$ cat config.mk
export PLATFORM = sky130hd
export DESIGN_NAME = add64_slice_sequencer
export DESIGN_NICKNAME = d
export VERILOG_FILES = /design/src/rtl/add_seq_pkg.sv /design/src/rtl/FullAdder16bit.sv /design/src/rtl/add64_slice_sequencer.sv
export SDC_FILE = /design/constraint.sdc
export NUM_CORES = 1
export LEC_CHECK = 0
export BUFFER_PORTS_ARGS = -buffer_cell sky130_fd_sc_hd__buf_2
export CAP_MARGIN = 20
export CORE_AREA = 5 5 186 188
export DETAILED_ROUTE_END_ITERATION = 7
export DIE_AREA = 0 0 191 193
export PLACE_DENSITY = 0.55
export SLEW_MARGIN = 5
export SYNTH_ARGS = -nofsm -noshare
export SYNTH_HDL_FRONTEND = slang
export SYNTH_HIERARCHICAL = 1
export SYNTH_SLANG_ARGS = --single-unit
export TNS_END_PERCENT = 20
$ cat constraint.sdc
create_clock -name clk -period 8.7 [get_ports clk]
set_input_delay 1.305 -clock clk [delete_from_list [all_inputs] [get_ports clk]]
set_output_delay 1.305 -clock clk [all_outputs]
set_load 0.01 [all_outputs]
$ cat src/rtl/add_seq_pkg.sv
// Shared definitions for the sliced add/subtract sequencer: FSM encoding,
// slice width and the counter-width helper.
package add_seq_pkg;

    localparam int SLICE_W = 16;

    typedef enum logic [1:0] {
        IDLE = 2'd0,
        CALC = 2'd1,
        DONE = 2'd2
    } state_t;

    // Bits needed to count n items; never less than one so a single-slice
    // build still gets a legal counter.
    function automatic int clog2(input int n);
        int r;
        r = 0;
        while ((1 << r) < n) begin
            r = r + 1;
        end
        return (r < 1) ? 1 : r;
    endfunction

endpackage

$ cat src/rtl/FullAdder16bit.sv
// 16-bit ripple-carry adder slice, shared by the sequencer across all chunks.
module FullAdder16bit (
    input  logic [15:0] a,
    input  logic [15:0] b,
    input  logic        cin,
    output logic [15:0] s,
    output logic        cout
);

    logic c;

    // NOTE: every output of a combinational block gets a default before any
    // conditional or looped assignment, otherwise synthesis infers a latch.
    always_comb begin
        c = cin;
        s = '0;
        for (int i = 0; i < 16; i++) begin
            s[i] = a[i] ^ b[i] ^ c;
            c    = (a[i] & b[i]) | (c & (a[i] ^ b[i]));
        end
    end

    assign cout = c;

endmodule

$ cat src/rtl/add64_slice_sequencer.sv
// Multi-cycle add/subtract unit: one 16-bit slice walks the operands LSB chunk
// first, carrying between cycles, with valid/ready handshakes on both sides.
module add64_slice_sequencer
    import add_seq_pkg::*;
#(
    parameter int DATA_W = 64
) (
    input  logic              clk,
    input  logic              rst_n,
    input  logic              in_valid,
    output logic              in_ready,
    input  logic [DATA_W-1:0] in_a,
    input  logic [DATA_W-1:0] in_b,
    input  logic              in_cin,
    input  logic              in_sub,
    output logic              out_valid,
    input  logic              out_ready,
    output logic [DATA_W-1:0] out_sum,
    output logic              out_cout,
    output logic              out_ovf,
    output logic              busy
);

    localparam int NSLICE = DATA_W / SLICE_W;
    localparam int CNT_W  = clog2(NSLICE);
    localparam int OFS_W  = clog2(SLICE_W);
    localparam int IDX_W  = CNT_W + OFS_W;
    localparam logic [CNT_W-1:0] K_LAST = CNT_W'(NSLICE - 1);

    state_t              state;
    logic [CNT_W-1:0]    k;
    logic                carry_reg;
    logic [DATA_W-1:0]   a_reg;
    logic [DATA_W-1:0]   b_reg;
    logic [DATA_W-1:0]   sum_reg;
    logic [DATA_W-1:0]   sum_next;
    logic [IDX_W-1:0]    base;
    logic [SLICE_W-1:0]  slice_a;
    logic [SLICE_W-1:0]  slice_b;
    logic [SLICE_W-1:0]  slice_s;
    logic                slice_cout;
    logic                accept;
    logic                last;
    logic                ovf_next;

    assign in_ready  = (state == IDLE) || ((state == DONE) && out_ready);
    assign accept    = in_valid && in_ready;
    assign out_valid = (state == DONE);
    assign busy      = (state != IDLE);
    assign last      = (k == K_LAST);

    // Chunk k sits at bit offset k*SLICE_W.
    assign base    = {k, {OFS_W{1'b0}}};
    assign slice_a = a_reg[base +: SLICE_W];
    assign slice_b = b_reg[base +: SLICE_W];

    FullAdder16bit u_slice (
        .a    (slice_a),
        .b    (slice_b),
        .cin  (carry_reg),
        .s    (slice_s),
        .cout (slice_cout)
    );

    always_comb begin
        sum_next                   = sum_reg;
        sum_next[base +: SLICE_W]  = slice_s;
    end

    // b_reg already holds the inverted operand for subtraction.
    assign ovf_next = (a_reg[DATA_W-1] == b_reg[DATA_W-1]) &&
                      (sum_next[DATA_W-1] != a_reg[DATA_W-1]);

    // NOTE: operand and working-sum registers carry no reset; they are always
    // written before being read, so only control state and outputs are reset.
    always_ff @(posedge clk) begin
        if (accept) begin
            a_reg <= in_a;
            b_reg <= in_sub ? ~in_b : in_b;
        end
        if (state == CALC) begin
            sum_reg <= sum_next;
        end
    end

    // NOTE: clocked state uses non-blocking assignments so every register
    // samples pre-edge values regardless of statement order.
    always_ff @(posedge clk) begin
        if (!rst_n) begin
            state     <= IDLE;
            k         <= '0;
            carry_reg <= 1'b0;
            out_sum   <= '0;
            out_cout  <= 1'b0;
            out_ovf   <= 1'b0;
        end else begin
            case (state)
                IDLE, DONE: begin
                    if (accept) begin
                        state     <= CALC;
                        k         <= '0;
                        carry_reg <= in_sub | in_cin;
                    end else if ((state == DONE) && out_ready) begin
                        state <= IDLE;
                    end
                end
                CALC: begin
                    carry_reg <= slice_cout;
                    if (last) begin
                        state    <= DONE;
                        k        <= '0;
                        out_sum  <= sum_next;
                        out_cout <= slice_cout;
                        out_ovf  <= ovf_next;
                    end else begin
                        k <= k + 1'b1;
                    end
                end
                default: state <= IDLE;
            endcase
        end
    end

endmodule

==> out/metrics.yaml, run 1 <==
grt_first_pass_wirelength_um: 43100
synth_top_family_by_area: "simple AND/OR/NAND/NOR gates"
num-fill-cells: 3123
die_h_um: 193
drtIter0Drc: 521
die_w_um: 191
synth-xor-area-share_pct: 5.00
relSlewSlack_pct: 34.9
cts_made_buffers: 29
root_buffer: "clkbuf_16"
nets: 1167
seqPwrFrac_pct: 47.5
status: "finished clean"
utilization_pct: 41.2
fin_skew_ns: 0.0111
grt_max_degree: 99
viasPerCell: 4.78
fmax_mhz: 122
setup_ws_ns: 0.533
arrival_ns: 8.64
synth_nets: 978
clk_pin_slew_ns: 0.06
synth_area_sq_um: 11200
power.share.combinational_pct: 14.3
dpl.cell_count: 1424
p_leak_uw: 0.00541
power_density_nw_per_um2: 228
clk_path_buf_depth: 3
power_switching_uw: 796
synth_fa_ha_area_share_pct: 3.52
vdd_drop_max_mv: 0.150
drt_first_pass_iters: 5
hp-class: "flip-flop to flip-flop"
hold_violations: 0
avgSynthCellArea_sq_um: 13.6
fin_tns_setup_ns: 0
antenna_found_initial: 5
synthSimpleGateAreaFrac_pct: 8.51
p_int_uw: 2300
cts-resized-gates: 0
ant_nets: 0
power.share.switching_pct: 25.7
post_cts_buffers: 0
die-area_sq_um: 36900
grt_setup_unrepaired: "no"
fin_cells: 1483
gp_congestion: 0.726
path_max_fanout: 11
layout.cells.most_common: "buf_2"
grt_pass1_vias: 7178
crit_type: "flip-flop to flip-flop"
pin_count: 203
setup.worst_path.end_class: "flip-flop"
drt-total-wl_um: 28400
finalMaxSlewViolations: 0
synth.area.mux_share_pct: 6.51
tightest_slew_ns: 0.976
cts_tree: "built"
drc: 0
crit_required_ns: 9.18
synthCells: 822
drive_above_1_share_pct: 28.9
area_delta_synth_final_pct: 21.1
gr-total-overflow: 0
drv_cap: 0
synth_seq_cells: 263
synth-seq-area-share_pct: 64.1
ys_types: 39
io_buffers: 202
min_period_ns: 8.17
row_count: 67
grtUsageTotal_pct: 15.2
setup_viol: 0
wl_per_cell_um: 19.1
critPathLaunchType: "flip-flop"
synth_compound_area_share_pct: 8.38
core_area_sq_um: 32900
final_cell_mix: "buf_2, edfxtp_1, dfxtp_1"
dpl.hpwl_um: 19000
start_util_pct: 34.1
period_share_pct: 93.9
via_count: 7091
hold_buffers: 0
pre_cts_slack_ns: 0.472
clkPwrFrac_pct: 38.2
cts_sinks: 263
synth_warnings: 6
htree_levels: 1
clock_latency_ns: 0.55
==> critical path: stages, from the launching register on <==
cell	delay [ns]
dfxtp_2	0.56
mux4_2	0.59
fa_1	0.42
inv_1	0.07
fa_1	0.15
inv_1	0.05
fa_1	0.39
fa_1	0.41
fa_1	0.42
fa_1	0.41
fa_1	0.40
fa_1	0.39
fa_1	0.42
fa_1	0.41
fa_1	0.41
fa_1	0.40
fa_1	0.39
fa_1	0.39
fa_1	0.38
inv_1	0.08
fa_1	0.40
inv_1	0.19
nand2_1	0.07
o22a_1	0.17
a21oi_1	0.13
==> path summary, 6_finish.rpt <==
kind	startpoint	end	slack (ns)	cells past startpoint
worst max-delay path	k[0]$_SDFFE_PN0P_	out_sum[31]$_SDFFE_PN0P_	0.53	24
worst min-delay path	sum_reg[56]$_DFFE_PP_	out_sum[56]$_SDFFE_PN0P_	0.53	2
worst max register to register	k[0]$_SDFFE_PN0P_	out_sum[31]$_SDFFE_PN0P_	0.53	24
worst min register to register	sum_reg[56]$_DFFE_PP_	out_sum[56]$_SDFFE_PN0P_	0.53	2
==> through the flow <==
step                total power [uW]  cell area [sq um]  hold WS [ns]
global route                    3240              13600         0.556
detailed placement              1950              12600         0.518
global placement                1940              12600         0.515
finish                          3100              13600         0.532
floorplan                       1750              11200         0.484
CTS                             3140              13500         0.533
==> layout make-up <==
class / instances / area, sq um / share of cell area, %
Sequential cell: 263 / 7190 / 52.9
Clock buffer: 50 / 895 / 6.58
Antenna cell: 1 / 2.50 / 0.0184
Multi-Input combinational cell: 456 / 3580 / 26.4
Timing Repair Buffer: 213 / 1140 / 8.38
Tap cell: 448 / 561 / 4.13
Inverter: 48 / 183 / 1.34
Clock inverter: 4 / 35.0 / 0.258
==> synth_stat cells <==
cell      number  area share, %
or2_2          1          0.056
clkbuf_1      26           0.87
fa_1          16            2.9
a41o_1         2           0.18
mux2i_1        1          0.089
buf_2         19           0.85
dfxtp_1       71             13
buf_1          1          0.033
mux4_2        32            6.4
buf_6          2           0.20
a21boi_0       1          0.067
nor2_1         3           0.10
o21ai_0       66            2.9
edfxtp_1     192             51
xor2_1        64            5.0
or4b_2         1          0.089
inv_1         48            1.6
o311ai_0       1          0.078
nor2b_1        5           0.28
and3b_1        1          0.078
a21o_1         1          0.067
ha_1           6           0.67
nand3b_2       1           0.10
o21a_1         2           0.13
nand2_1       65            2.2
buf_4          7           0.47
nand4b_1       1          0.078
nand3_1       47            2.1
o41ai_1        1          0.078
nand2b_1      48            2.7
o22a_1        16            1.2
nand3_2        1          0.089
a21oi_1       17           0.76
nor3b_4        3           0.50
or3_1          1          0.056
a31oi_1       49            2.7
nand4_1        1          0.056
nor4b_1        1          0.078
o311a_1        1          0.089
==> layer usage <==
metal	vias to the layer above	global-route usage, %	wire length [um]
met5	-	0	46
met4	8	4.28	797
met3	46	3.60	1950
met2	268	23.3	12500
met1	3385	21.8	13100
li1	3384	-	-
==> power groups by stage <==
stage                     registers, uW  clock network (uW)  logic [uW]
final                              1470                1180         443
after global routing               1480                1270         482
after CTS                          1470                1220         450
after detailed placement           1500                   0         449
after global placement             1500                   0         443
after floorplan                    1490                   0         253
==> logic make-up after synthesis <==
family | after synthesis
flops | 263
simple gates | 180
compound gates | 157
buf+inv | 103
xor+xnor | 64
mux | 33
fa+ha+maj | 22
(Power assumes the default switching activity.)
==> inputs of run 2 (changes only) <==
--- a/config.mk
+++ b/config.mk
@@ -10,6 +10,7 @@
 export CORE_AREA = 5 5 186 188
 export DETAILED_ROUTE_END_ITERATION = 7
 export DIE_AREA = 0 0 191 193
+export MAX_ROUTING_LAYER = met4
 export PLACE_DENSITY = 0.55
 export SLEW_MARGIN = 5
 export SYNTH_ARGS = -nofsm -noshare
==> run 2 against run 1 <==
Sequential power about the same. Wire length decreased by 0.29%. Final cell count increased by 0.27%. Via count decreased by 0.30%. Setup slack got worse by 0.0092 ns. Power about the same. First-iteration DRC count decreased by 4.0%. Largest cell class unchanged. Sequential share of layout area about the same. Fmax decreased by 0.11%.
==> out/metrics.yaml, run 2 (synthesis results as in run 1) <==
status: "finished clean"  # unchanged
fin_skew_ns: 0.0107  # was 0.0111 ns
hp-class: "flip-flop to flip-flop"  # unchanged
drive_above_1_share_pct: 28.9  # unchanged
nets: 1167  # unchanged
power_switching_uw: 795  # was 796 uW
final_cell_mix: "buf_2, edfxtp_1, dfxtp_1"  # unchanged
gr-total-overflow: 0  # unchanged
drt_first_pass_iters: 5  # unchanged
seqPwrFrac_pct: 47.6  # was 47.5%
post_cts_buffers: 0  # unchanged
core_area_sq_um: 32900  # unchanged
wl_met2_um: 12500  # about the same
slowest_delay_ns: 0.59  # about the same
grt_setup_unrepaired: "no"  # unchanged
arrival_ns: 8.65  # was 8.64 ns
die_h_um: 193  # unchanged
cts_sinks: 263  # unchanged
cts-resized-gates: 0  # unchanged
critPathLaunchType: "flip-flop"  # unchanged
clk_path_buf_depth: 3  # unchanged
via_count: 7070  # was 7,091
p_int_uw: 2300  # about the same
start_util_pct: 34.1  # unchanged
power.share.combinational_pct: 14.3  # about the same
dpl.hpwl_um: 19000  # unchanged
routed.top_layer: "met4"  # was met5
htree_levels: 1  # unchanged
grt_first_pass_wirelength_um: 43000  # was 43,100 um
hold_buffers: 0  # unchanged
wl_met3_um: 1710  # was 1950 um
fmax_mhz: 122  # about the same
pre_cts_slack_ns: 0.472  # unchanged
timing.rr.start: "k[0]$_SDFFE_PN0P_"  # unchanged
clk_pin_slew_ns: 0.06  # about the same
setup_ws_ns: 0.524  # was 0.533 ns
fin_tns_setup_ns: 0  # unchanged
clock_latency_ns: 0.55  # about the same
finalMaxSlewViolations: 0  # unchanged
power_density_nw_per_um2: 228  # about the same
power.share.switching_pct: 25.7  # about the same
holdWs_ns: 0.532  # about the same
dpl.cell_count: 1424  # unchanged
setup_viol: 0  # unchanged
row_count: 67  # unchanged
crit_start: "k[0]$_SDFFE_PN0P_"  # unchanged
p_leak_uw: 0.00541  # about the same
antenna_found_initial: 5  # unchanged
crit_required_ns: 9.18  # about the same
drt-total-wl_um: 28300  # was 28,400 um
gp_congestion: 0.735  # was 0.726
path_max_fanout: 11  # unchanged
io_buffers: 202  # unchanged
cp_cell_sequence: "mux4_2, fa_1, inv_1, fa_1, inv_1, fa_1, fa_1, fa_1, fa_1, fa_1, fa_1, fa_1, fa_1, fa_1, fa_1, fa_1, fa_1, fa_1, inv_1, fa_1, inv_1, nand2_1, o22a_1, a21oi_1"  # unchanged
layout.cells.most_common: "buf_2"  # unchanged
period_share_pct: 94.0  # was 93.9%
die-area_sq_um: 36900  # unchanged
grt_pass1_vias: 7159  # was 7,178
pin_count: 203  # unchanged
viasPerCell: 4.75  # was 4.78
clkPwrFrac_pct: 38.2  # about the same
wl_per_cell_um: 19.0  # was 19.1 um
fin_cells: 1487  # was 1,483
worst_path_max_delay_cell: "mux4_2"  # unchanged
relSlewSlack_pct: 33.8  # was 34.9%
crit_type: "flip-flop to flip-flop"  # unchanged
vdd_drop_max_mv: 0.150  # about the same
drc: 0  # unchanged
min_period_ns: 8.18  # was 8.17 ns
cts_made_buffers: 29  # unchanged
m1WireLength_um: 13300  # was 13,100 um
num-fill-cells: 3118  # was 3,123
ant_nets: 0  # unchanged
setup.worst_path.end_class: "flip-flop"  # unchanged
critPathMostFrequentCell: "fa_1"  # unchanged
drtIter0Drc: 500  # was 521
drv_cap: 0  # unchanged
die_w_um: 191  # unchanged
root_buffer: "clkbuf_16"  # unchanged
grtUsageTotal_pct: 15.7  # was 15.2%
cts_tree: "built"  # unchanged
tightest_slew_ns: 0.993  # was 0.976 ns
grt_max_degree: 99  # unchanged
finalPower_uw: 3090  # was 3100 uW
area_delta_synth_final_pct: 21.2  # was 21.1%
hold_violations: 0  # unchanged
hp-start: "sum_reg[56]$_DFFE_PP_"  # unchanged
run 2: cell count changes in the layout (fill, tap and decap cells not counted), sizes merged:
cell	delta
diode	+4
run 2: final cells by class:
type	instances	area, sq um	area share, %
clock buffer	50	895	6.58
sequential	263	7190	52.9
clock inverter	4	35.0	0.258
timing repair buffer	213	1140	8.37
multi-input combinational	456	3580	26.4
tap	448	561	4.12
antenna	5	12.5	0.0920
inverter	48	183	1.34
run 2: metrics by stage:
step | cell area, sq um | utilization (%)
2_1_floorplan | 11200 | -
3_3_place_gp | 12600 | 38.2
3_5_place_dp | 12600 | 38.2
4_1_cts | 13500 | 41.1
5_1_grt | 13600 | 41.3
6_report | 13600 | 41.3
run 2: layer usage:
metal | GRT usage, % | vias up
met2 | 23.3 | 246
met4 | 4.28 | 0
met3 | 2.90 | 41
met1 | 22.3 | 3387
li1 | - | 3396
met5 | - | -
run 2: power by group through the flow:
| stage | clock, uW | combinational [uW] | sequential (uW) |
|---|---|---|---|
| floorplan | 0 | 253 | 1490 |
| global placement | 0 | 443 | 1500 |
| detailed placement | 0 | 449 | 1500 |
| CTS | 1220 | 450 | 1470 |
| global route | 1270 | 482 | 1480 |
| finish | 1180 | 442 | 1470 |
run 2: critical path: cells and delay by family, from the launching register on:
family / cells / cell delay [ns]
flops: 1 / 0.56
simple gates: 1 / 0.07
buf+inv: 4 / 0.38
compound gates: 2 / 0.30
mux: 1 / 0.59
fa+ha+maj: 16 / 6.19
run 2: worst paths after layout:
kind,endpoint,slack [ns],cells after the start
setup / recovery,out_sum[31]$_SDFFE_PN0P_,0.52,24
hold / removal,out_sum[56]$_SDFFE_PN0P_,0.53,2
setup reg to reg,out_sum[31]$_SDFFE_PN0P_,0.52,24
hold reg to reg,out_sum[56]$_SDFFE_PN0P_,0.53,2
==> inputs of run 3 (changes only) <==
--- a/config.mk
+++ b/config.mk
@@ -5,13 +5,14 @@
 export SDC_FILE = /design/constraint.sdc
 export NUM_CORES = 1
 export LEC_CHECK = 0
-export BUFFER_PORTS_ARGS = -buffer_cell sky130_fd_sc_hd__buf_2
 export CAP_MARGIN = 20
 export CORE_AREA = 5 5 186 188
 export DETAILED_ROUTE_END_ITERATION = 7
 export DIE_AREA = 0 0 191 193
+export DONT_BUFFER_PORTS = 1
+export GPL_TIMING_DRIVEN = 0
 export MAX_ROUTING_LAYER = met4
-export PLACE_DENSITY = 0.55
+export PLACE_DENSITY = 0.49
 export SLEW_MARGIN = 5
 export SYNTH_ARGS = -nofsm -noshare
 export SYNTH_HDL_FRONTEND = slang
==> run 3 against run 2 <==
Global-route usage grew 0.68 points. Cell area shrank 5.5%. Clock power is essentially flat. Flip-flop and latch count is the same. Largest cell class unchanged. Via count shrank 7.7%. First-iteration DRC count shrank 15%. Die area is the same. Combinational power shrank 4%. Hold slack lost 0.0030 ns. Non-clock buffer count shrank 156. Fmax shrank 2.4%. Power grew 0.41%.
==> out/metrics.yaml, run 3 (synthesis results as in run 1) <==
clock_latency_ns: 0.54  # was 0.55 ns
cts_sinks: 263  # unchanged
final_cell_mix: "edfxtp_1, dfxtp_1, o21ai_0"  # was buf_2, edfxtp_1, dfxtp_1
status: "finished clean"  # unchanged
timing.rr.start: "k[0]$_SDFFE_PN0P_"  # unchanged
worstReg2RegEnd: "out_sum[31]$_SDFFE_PN0P_"  # unchanged
wl_per_cell_um: 22.1  # was 19.0 um
vdd_drop_max_mv: 0.172  # was 0.150 mV
drive_above_1_share_pct: 13.4  # was 28.9%
die_w_um: 191  # unchanged
power_density_nw_per_um2: 242  # was 228 nW/um^2
fmax_mhz: 119  # was 122 MHz
setup_viol: 0  # unchanged
gr-total-overflow: 0  # unchanged
row_count: 67  # unchanged
pin_count: 203  # unchanged
cts_tree: "built"  # unchanged
via_count: 6524  # was 7,070
grt_setup_unrepaired: "no"  # unchanged
io_buffers: 0  # was 202
fin_cells: 1332  # was 1,487
ant_nets: 0  # unchanged
path_max_fanout: 10  # was 11
period_share_pct: 96.3  # was 94.0%
min_period_ns: 8.37  # was 8.18 ns
drc: 0  # unchanged
crit_start: "k[0]$_SDFFE_PN0P_"  # unchanged
area_delta_synth_final_pct: 14.6  # was 21.2%
worst_path_max_delay_cell: "mux4_2"  # unchanged
start_util_pct: 34.1  # unchanged
utilization_pct: 39.0  # was 41.3%
grt_first_pass_wirelength_um: 43800  # was 43,000 um
hp-class: "flip-flop to flip-flop"  # unchanged
fin_skew_ns: 0.00955  # was 0.0107 ns
crit_required_ns: 9.17  # was 9.18 ns
clk_pin_slew_ns: 0.06  # about the same
stdcell_area_sq_um: 12900  # was 13,600 sq um
p_leak_uw: 0.00467  # was 0.00541 uW
drt-total-wl_um: 29400  # was 28,300 um
relSlewSlack_pct: 56.1  # was 33.8%
root_buffer: "clkbuf_16"  # unchanged
drv_cap: 0  # unchanged
post_cts_buffers: 0  # unchanged
slowest_delay_ns: 0.57  # was 0.59 ns
tightest_slew_ns: 0.658  # was 0.993 ns
die-area_sq_um: 36900  # unchanged
dpl.cell_count: 1272  # was 1,424
finalMaxSlewViolations: 0  # unchanged
num-fill-cells: 3164  # was 3,118
arrival_ns: 8.85  # was 8.65 ns
nets: 1013  # was 1,167
critPathLaunchType: "flip-flop"  # unchanged
layout.cells.most_common: "edfxtp_1"  # was buf_2
worstHoldPathCells: 1  # was 2
crit_type: "flip-flop to flip-flop"  # unchanged
setup.worst_path.end_class: "flip-flop"  # unchanged
holdWs_ns: 0.529  # was 0.532 ns
drt_first_pass_iters: 5  # unchanged
die_h_um: 193  # unchanged
grt_max_degree: 72  # was 99
grt_pass1_vias: 6888  # was 7,159
htree_levels: 1  # unchanged
r2r_slack_ns: 0.33  # was 0.52 ns
gp_congestion: 0.767  # was 0.735
viasPerCell: 4.90  # was 4.75
finalPower_uw: 3110  # was 3090 uW
hold_violations: 0  # unchanged
dpl.hpwl_um: 21200  # was 19,000 um
cts_made_buffers: 31  # was 29
core_area_sq_um: 32900  # unchanged
worstRegToRegCells: 26  # was 24
crit_end: "out_sum[31]$_SDFFE_PN0P_"  # unchanged
drtIter0Drc: 426  # was 500
critPathMostFrequentCell: "fa_1"  # unchanged
placed_cell_area_sq_um: 11800  # was 12,600 sq um
grtUsageTotal_pct: 16.4  # was 15.7%
clk_path_buf_depth: 3  # unchanged
antenna_found_initial: 5  # unchanged
-- run 3: worst min path at each step --
stage          slack (ns)                       end                    from
2_1_floorplan        0.48    carry_reg$_SDFFE_PN0P_  carry_reg$_SDFFE_PN0P_
3_3_place_gp         0.51   out_sum[0]$_SDFFE_PN0P_    sum_reg[0]$_DFFE_PP_
3_5_place_dp         0.52    carry_reg$_SDFFE_PN0P_  carry_reg$_SDFFE_PN0P_
4_1_cts              0.53    carry_reg$_SDFFE_PN0P_  carry_reg$_SDFFE_PN0P_
5_1_grt              0.56  out_sum[53]$_SDFFE_PN0P_   sum_reg[53]$_DFFE_PP_
6_report             0.53    carry_reg$_SDFFE_PN0P_  carry_reg$_SDFFE_PN0P_
-- run 3: area by class of cell --
type | count | area, sq um | area share [%]
Sequential cell | 263 | 7190 | 55.9
Multi-Input combinational cell | 456 | 3580 | 27.9
Clock buffer | 46 | 893 | 6.95
Tap cell | 448 | 561 | 4.36
Buffer | 55 | 317 | 2.46
Inverter | 48 | 188 | 1.46
Clock inverter | 9 | 66.3 | 0.516
Timing Repair Buffer | 2 | 47.5 | 0.370
Antenna cell | 5 | 12.5 | 0.0973
-- run 3: worst max-delay path: cells and delay by family (launching register included) --
family | cells | cell delay [ns]
multiplexers | 1 | 0.57
AND/OR/NAND/NOR | 1 | 0.07
buffers and inverters | 6 | 0.70
adder cells (fa/ha/maj) | 16 | 6.22
flip-flops | 1 | 0.41
AO/OA/AOI/OAI | 2 | 0.32
-- run 3: what timing repair did --
item | 4_1_cts | 5_1_grt
hold buffers | 0 | 0
setup endpoints to repair | 13 | 9
gates resized for setup | 8 | 13
-- run 3: layer usage --
| layer | global-route usage (%) | wire [um] | up-vias |
|---|---|---|---|
| li1 | - | - | 3086 |
| met1 | 21.2 | 12500 | 3173 |
| met2 | 25.2 | 13600 | 231 |
| met4 | 2.98 | 407 | 0 |
| met5 | - | 0 | - |
| met3 | 5.94 | 2890 | 34 |
-- run 3: through the flow --
step                setup TNS (ns)  worst slack (ns)
global route                     0          0.000377
finish                           0             0.325
floorplan                        0             0.751
CTS                              0            0.0710
detailed placement           -3.76            -0.482
global placement             -3.07            -0.413
-- run 3: report_power, final --
part / switching [uW] / internal (uW) / leakage, uW
Sequential: 21.8 / 1450 / 0.00241
Combinational: 280 / 143 / 0.00179
Clock: 484 / 731 / 0.000473
Total: 785 / 2320 / 0.00467
